<file path="src/rtl/prio_enc_pkg.sv">
// Shared constants, types and the index-width helper for the priority encoder.
// Used by both builds (with and without PRIO_ENC_ONEHOT_EN).
package prio_enc_pkg;

  localparam int DEF_IN_W = 4;

  // Index width that stays at least 1 bit even for very small input widths.
  function automatic int idx_width(input int n);
    return (n <= 2) ? 1 : $clog2(n);
  endfunction

  typedef logic [idx_width(DEF_IN_W)-1:0] idx_def_t;

endpackage

</file>
<file path="src/rtl/prio_enc_core.sv">
// Combinational MSB-first priority scan: index of highest set bit, any-set flag,
// and (with PRIO_ENC_ONEHOT_EN) the input masked down to its highest set bit.
module prio_enc_core
  import prio_enc_pkg::*;
#(
  parameter int IN_W = DEF_IN_W,
  localparam int OUT_W = idx_width(IN_W)
) (
  input  logic [IN_W-1:0]  data_in,
  output logic [OUT_W-1:0] idx,
`ifdef PRIO_ENC_ONEHOT_EN
  output logic [IN_W-1:0]  onehot,
`endif
  output logic             any
);

  // Scanning upward lets the last hit (highest bit) overwrite earlier ones.
  always_comb begin
    idx = '0;
    any = 1'b0;
`ifdef PRIO_ENC_ONEHOT_EN
    onehot = '0;
`endif
    for (int i = 0; i < IN_W; i++) begin
      if (data_in[i]) begin
        idx = OUT_W'(i);
        any = 1'b1;
`ifdef PRIO_ENC_ONEHOT_EN
        onehot    = '0;
        onehot[i] = 1'b1;
`endif
      end
    end
  end

endmodule

</file>
<file path="src/rtl/priority_encoder_4to2_sync.sv">
// Registered priority encoder (one-cycle latency, synchronous active-high reset).
// Optional onehot_out port is enabled by defining PRIO_ENC_ONEHOT_EN.
module priority_encoder_4to2_sync
  import prio_enc_pkg::*;
#(
  parameter int IN_W = DEF_IN_W,
  localparam int OUT_W = idx_width(IN_W)
) (
  input  logic             clk,
  input  logic             rst,
  input  logic [IN_W-1:0]  data_in,
  output logic [OUT_W-1:0] encoded_out,
`ifdef PRIO_ENC_ONEHOT_EN
  output logic [IN_W-1:0]  onehot_out,
`endif
  output logic             valid
);

  logic [OUT_W-1:0] idx_next;
  logic             any_next;
`ifdef PRIO_ENC_ONEHOT_EN
  logic [IN_W-1:0]  onehot_next;
`endif

  prio_enc_core #(
    .IN_W (IN_W)
  ) u_core (
    .data_in (data_in),
    .idx     (idx_next),
`ifdef PRIO_ENC_ONEHOT_EN
    .onehot  (onehot_next),
`endif
    .any     (any_next)
  );

  // Reset wins over the sample taken on the same edge.
  always_ff @(posedge clk) begin
    if (rst) begin
      encoded_out <= '0;
      valid       <= 1'b0;
`ifdef PRIO_ENC_ONEHOT_EN
      onehot_out  <= '0;
`endif
    end else begin
      encoded_out <= idx_next;
      valid       <= any_next;
`ifdef PRIO_ENC_ONEHOT_EN
      onehot_out  <= onehot_next;
`endif
    end
  end

endmodule

</file>
<file path="config.mk">
export PLATFORM = sky130hd
export DESIGN_NAME = priority_encoder_4to2_sync
export DESIGN_NICKNAME = d
export VERILOG_FILES = /design/src/rtl/prio_enc_pkg.sv /design/src/rtl/prio_enc_core.sv /design/src/rtl/priority_encoder_4to2_sync.sv
export SDC_FILE = /design/constraint.sdc
export NUM_CORES = 1
export LEC_CHECK = 0
export BUFFER_PORTS_ARGS = -buffer_cell sky130_fd_sc_hd__buf_2
export CORE_AREA = 2 2 39 41
export CTS_CLUSTER_SIZE = 20
export DETAILED_ROUTE_END_ITERATION = 16
export DIE_AREA = 0 0 41 43
export GPL_ROUTABILITY_DRIVEN = 0
export SYNTH_ARGS = -nofsm -noshare
export SYNTH_HDL_FRONTEND = slang
export SYNTH_HIERARCHICAL = 1
export SYNTH_SLANG_ARGS = --single-unit
</file>
<file path="constraint.sdc">
create_clock -name clk -period 0.95 [get_ports clk]
set_clock_uncertainty 0.1 [all_clocks]
set_input_delay 0.0475 -clock clk [delete_from_list [all_inputs] [get_ports clk]]
set_output_delay 0.0475 -clock clk [all_outputs]
set_load 0.01 [all_outputs]
</file>
==> run_results.csv, run 1 <==
group,metric,value,unit
run_status,status,"completed",
sta,timing.final.crit_share,83.33,%
clocking,ctsHtreeMaxLevel,1,
worst_setup_path,cp_num_buf_inv,1,
sta,finalSetupViolations,0,
floorplan,die_area,0.001763,mm²
grt,grt-ovfl-total,0,
power_and_ir_drop,swShare,21.06,%
logic_synthesis,synth_top_family_by_area,"simple AND/OR/NAND/NOR gates",
sta,drv_slew,0,
power_and_ir_drop,p_seq_share,34.2,%
floorplan,io_pins,9,
placed_design,dp_cells,34,
worst_setup_path,start_kind,"flip-flop",
grt,grt_pass1_vias,80,
worst_setup_path,slowest_delay,0.29,ns
logic_synthesis,mappedNetlistNets,16,
detailed_routing,viasPerCell,2.718,
sta,rsz0062_at_grt,"no",
power_and_ir_drop,ir_worst_vdd,0.5924,mV
logic_synthesis,synth_seq_cells,3,
logic_synthesis,yosys.area_share.adder,0,%
sta,worst_slew_pin_slew,0.1078,ns
placed_design,dpl.hpwl,175.1,µm
floorplan,core-area,0.001384,mm²
power_and_ir_drop,p_per_area,2003,mW/mm²
detailed_routing,drt_iter0_markers,0,
power_and_ir_drop,clkPwrFrac,56.1,%
clocking,cts-resized-gates,0,
sta,hold_slack,0.01704,ns
floorplan,start_util,7.414,%
layout,design_area,198.9,µm²
logic_synthesis,synth_xor_area_share,0,%
placed_design,port_buffers,8,
worst_setup_path,crit_type,"flip-flop to output pin",
power_and_ir_drop,switchingPower,83.89,µW
worst_setup_path,path_cells,"buf_2",
worst_setup_path,cpMaxStageDelayCell,"dfxtp_1",
logic_synthesis,synthCells,10,
worst_setup_path,crit_family,"flip-flops",
sta,relSlewSlack,92.80,%
worst_setup_path,end_kind,"output pin",
floorplan,fp-row-count,14,
grt,antenna_found_initial,0,
worst_setup_path,required,0.80,ns
detailed_routing,vias,106,
sta,hold_violations,0,
layout,instances_no_fill,39,
logic_synthesis,synth_compound_area_share,7.317,%
sta,finalSetupTns,0,ns
grt,track_usage,3.407,%
clocking,cts_tree,"done",
worst_setup_path,crit_fanout,1,
detailed_routing,wirelength,239,µm
power_and_ir_drop,combinationalPowerShare,9.6,%
detailed_routing,wl_per_cell,6.128,µm
logic_synthesis,yosysSeqAreaShare,58.54,%
clocking,cts_buffers,3,
clocking,cts_sinks,3,
grt,grt_max_degree,4,
detailed_routing,antenna_left,0,
power_and_ir_drop,internal_power,314.5,µW
layout,drive_gt1_share,47.83,%
logic_synthesis,syn-cell-area,102.6,µm²
sta,min_period,0.7916,ns
clocking,clk_pin_slew,0.04,ns
logic_synthesis,yosys_warnings,6,
logic_synthesis,ys_types,6,
layout,diodes,0,
clocking,cts.path.max_buffers,2,
detailed_routing,drc,0,
worst_hold_path,hp-class,"input pin to flip-flop",
layout,fin_nets,30,
worst_setup_path,critPathArrivalTime,0.64,ns
floorplan,fp.dieH,43,µm
floorplan,die_width,41,µm
grt,grt_pass1_wl,338,µm
layout,areaGrowthSynthToFinish,93.90,%
logic_synthesis,synthSimpleGateAreaFrac,30.49,%
detailed_routing,dr.pass1.iters,1,
clocking,cts_root_buffer,"clkbuf_4",
logic_synthesis,muxShareOfSynthArea,0,%
placed_design,post_dp_cell_area,162.7,µm²
logic_synthesis,syn_area_per_cell,10.26,µm²
power_and_ir_drop,p_leak,0.09739,nW
sta,fmax,1263,MHz
job,drv_cap,0,
## cells in the final DEF, fill, tap and decap left out
master / Yosys / layout
a21o_1: 1 / 1
buf_2: 0 / 8
clkbuf_1: 0 / 1
clkbuf_4: 0 / 3
dfxtp_1: 3 / 3
dlygate4sd3_1: 0 / 1
inv_1: 1 / 1
nor2b_1: 3 / 3
or2_1: 1 / 1
or3_1: 1 / 1
## state kept, by name, summed over array words and instances, names as in the netlist
name and count:
encoded_out 2, valid 1
## cells by family after synthesis
group,count (synthesis)
compound gates,1
buf+inv,1
flops,3
simple gates,5
## final cells by class
type	instances	area, µm²
multi-input combinational	6	38.79
timing repair buffer	9	50.05
sequential	3	60.06
inverter	1	3.754
clock buffer	4	26.28
fill	158	1185
tap	16	20.02
## path summary, 6_finish.rpt
path | startpoint | endpoint | slack [ns] | depth (start not counted)
max | valid$_SDFF_PP0_ | valid | 0.16 | 1
min | data_in[0] | valid$_SDFF_PP0_ | 0.02 | 3
## per-layer routing
| layer | share of wire, % | global-route usage (%) | vias to the layer above | routed length (µm) |
|---|---|---|---|---|
| met4 | 0 | 0 | 0 | 0 |
| met5 | 0 | 0 | - | 0 |
| li1 | - | - | 56 | - |
| met1 | 43 | 4.473 | 38 | 102 |
| met3 | 31 | 6.283 | 0 | 74 |
| met2 | 26 | 2.500 | 12 | 62 |
## stage by stage
stage | util [%] | total power [mW] | worst slack, ns
2_1_floorplan | - | 0.1530 | 0.07310
3_3_place_gp | 11.75 | 0.1734 | -0.05652
3_5_place_dp | 11.75 | 0.1738 | -0.05529
4_1_cts | 14.38 | 0.4104 | 0.1478
5_1_grt | 14.38 | 0.4322 | 0.1065
6_report | 14.38 | 0.3984 | 0.1584
## power by group through the flow
stage          registers (mW)  logic, mW  clock network [mW]
2_1_floorplan           0.143    0.00947                   0
3_3_place_gp            0.138     0.0349                   0
3_5_place_dp            0.138     0.0357                   0
4_1_cts                 0.136     0.0392               0.235
5_1_grt                 0.137     0.0441               0.251
6_report                0.136     0.0384               0.224
## Yosys cell counts (all sizes together)
| library cell | instances | area, µm² |
|---|---|---|
| dfxtp | 3 | 60.06 |
| nor2b | 3 | 18.77 |
| or2 | 1 | 6.260 |
| inv | 1 | 3.750 |
| or3 | 1 | 6.260 |
| a21o | 1 | 7.510 |
## repair_timing
action / CTS / global route
hold buffers: 1 / 0
hold endpoints to repair: 3 / 0
setup buffers: 0 / 0
(Power assumes the default switching activity.)
==> inputs of run 2 (changes only) <==
Clock period 0.95 ns to 0.8 ns, I/O delays scaled along.
==> run 2 against run 1 <==
  * Final area grew 3.8%
  * First-iteration DRC count is the same
  * Clock power grew 16%
  * Global-route usage grew 0.61 points
  * Core utilization grew 0.54 points
  * Sequential share of layout area shrank 0.49 points
  * Sequential power grew 21%
  * Total power grew 19%
  * Hold slack gained 0.0099 ns
  * Via count shrank 0.94%
  * Critical path type unchanged
  * Critical endpoint is now encoded_out[0]
  * Largest power group unchanged
==> run_results.csv, run 2 (same netlist as run 1, synthesis figures left out) <==
group,metric,value,unit
placed_design,dpl.hpwl,191.6,µm
placed_design,port_buffers,8,
detailed_routing,route.met3.wl,45,µm
detailed_routing,wl_met2,99,µm
layout,largest_reg_flops,2,
detailed_routing,wirelength,235,µm
power_and_ir_drop,ir_worst_vdd,0.2847,mV
grt,grt_pass1_wl,365,µm
power_and_ir_drop,p_per_area,2288,mW/mm²
worst_setup_path,required,0.66,ns
layout,instances_no_fill,39,
placed_design,dpl_worst_slack,-0.2045,ns
worst_setup_path,cp_num_buf_inv,1,
worst_setup_path,start_kind,"flip-flop",
sta,fmax,1276,MHz
layout,final_util,14.92,%
run_status,status,"completed",
sta,hold_slack,0.02699,ns
clocking,clk_pin_slew,0.04,ns
layout,areaGrowthSynthToFinish,101.2,%
layout,final_common_cell,"buf_2",
detailed_routing,drc,0,
clocking,cts.path.max_buffers,2,
grt,grt_pass1_vias,104,
clocking,cts_sinks,3,
sta,relSlewSlack,93.79,%
sta,rsz0062_at_grt,"yes",
floorplan,core-area,0.001384,mm²
sta,worst_slew_pin_slew,0.09301,ns
clocking,cts_buffers,3,
grt,track_usage,4.012,%
detailed_routing,vias,105,
detailed_routing,wl_per_cell,6.026,µm
worst_setup_path,cpMaxStageDelayCell,"dfxtp_1",
clocking,cts_tree,"done",
grt,grt-ovfl-total,0,
sta,finalSetupTns,0,ns
sta,setup_ws,0.01621,ns
floorplan,die_area,0.001763,mm²
layout,design_area,206.4,µm²
floorplan,io_pins,9,
floorplan,start_util,7.414,%
sta,drv_slew,0,
sta,finalSetupViolations,0,
worst_hold_path,min_from,"data_in[0]",
worst_setup_path,critPathArrivalTime,0.64,ns
worst_setup_path,end_kind,"output pin",
layout,largest_registers,"encoded_out x2, valid x1",
placed_design,post_dp_cell_area,162.7,µm²
worst_setup_path,crit_fanout,1,
layout,mostFrequentLayoutCells,"7 x buf_2, 3 x nor2b_1, 3 x clkbuf_4, 2 x dfxtp_1",
clocking,ctsHtreeMaxLevel,1,
layout,num-fill-cells,152,
worst_setup_path,path_cells,"buf_2",
power_and_ir_drop,p_leak,0.09944,nW
sta,min_period,0.7838,ns
worst_hold_path,min_path_cells,3,
job,drv_cap,0,
grt,grt_max_degree,4,
worst_hold_path,min_to,"valid$_SDFF_PP0_",
detailed_routing,dr.pass1.iters,1,
sta,hold_violations,0,
clocking,cts_root_buffer,"clkbuf_4",
detailed_routing,top_layer,"met3",
layout,drive_gt1_share,52.17,%
grt,antenna_found_initial,0,
layout,top_register,"encoded_out",
power_and_ir_drop,total_power,472.5,µW
layout,fin_nets,30,
worst_setup_path,crit_type,"flip-flop to output pin",
floorplan,fp.dieH,43,µm
worst_hold_path,hp-class,"input pin to flip-flop",
detailed_routing,drt_iter0_markers,0,
layout,diodes,0,
sta,timing.final.crit_share,97.97,%
worst_setup_path,slowest_delay,0.30,ns
floorplan,die_width,41,µm
detailed_routing,met1_length,91,µm
floorplan,fp-row-count,14,
detailed_routing,viasPerCell,2.692,
worst_setup_path,crit_family,"flip-flops",
detailed_routing,antenna_left,0,
placed_design,dp_cells,34,
[run 2: cell counts in the layout (fill, tap and decap cells not counted)]
Identical to the previous run, type by type.
[run 2: per-layer routing]
layer | GRT usage, % | vias to the layer above
met3 | 1.571 | 0
met4 | 8.000 | 0
met5 | 0 | -
met1 | 3.846 | 40
li1 | - | 56
met2 | 4.063 | 9
[run 2: how the worst max path moves through the flow]
stage / from / endpoint / cells after the start
3_5_place_dp: data_in[2] / valid$_SDFF_PP0_ / 4
2_1_floorplan: data_in[2] / valid$_SDFF_PP0_ / 3
3_3_place_gp: data_in[2] / valid$_SDFF_PP0_ / 4
4_1_cts: encoded_out[0]$_SDFF_PP0_ / encoded_out[0] / 1
6_report: encoded_out[0]$_SDFF_PP0_ / encoded_out[0] / 1
5_1_grt: encoded_out[1]$_SDFF_PP0_ / encoded_out[1] / 1
[run 2: power by group]
group	total [mW]	switching [mW]	internal [mW]
combinational	0.0485	0.0188	0.0297
clock	0.260	0.0736	0.187
sequential	0.164	0.00268	0.161
[run 2: what timing repair did]
item	CTS	global route
cloned	0	0
setup endpoints to repair	1	4
hold endpoints to repair	3	0
gates resized for setup	0	2
hold buffers	1	0
pin swaps	0	0
buffers inserted	0	0
[run 2: final cells by class]
| type | count | area, µm² | share of cell area (%) |
|---|---|---|---|
| Clock buffer | 4 | 26.28 | 12.73 |
| Inverter | 1 | 3.754 | 1.818 |
| Multi-Input combinational cell | 6 | 38.79 | 18.79 |
| Sequential cell | 3 | 61.31 | 29.70 |
| Tap cell | 16 | 20.02 | 9.697 |
| Timing Repair Buffer | 9 | 56.30 | 27.27 |
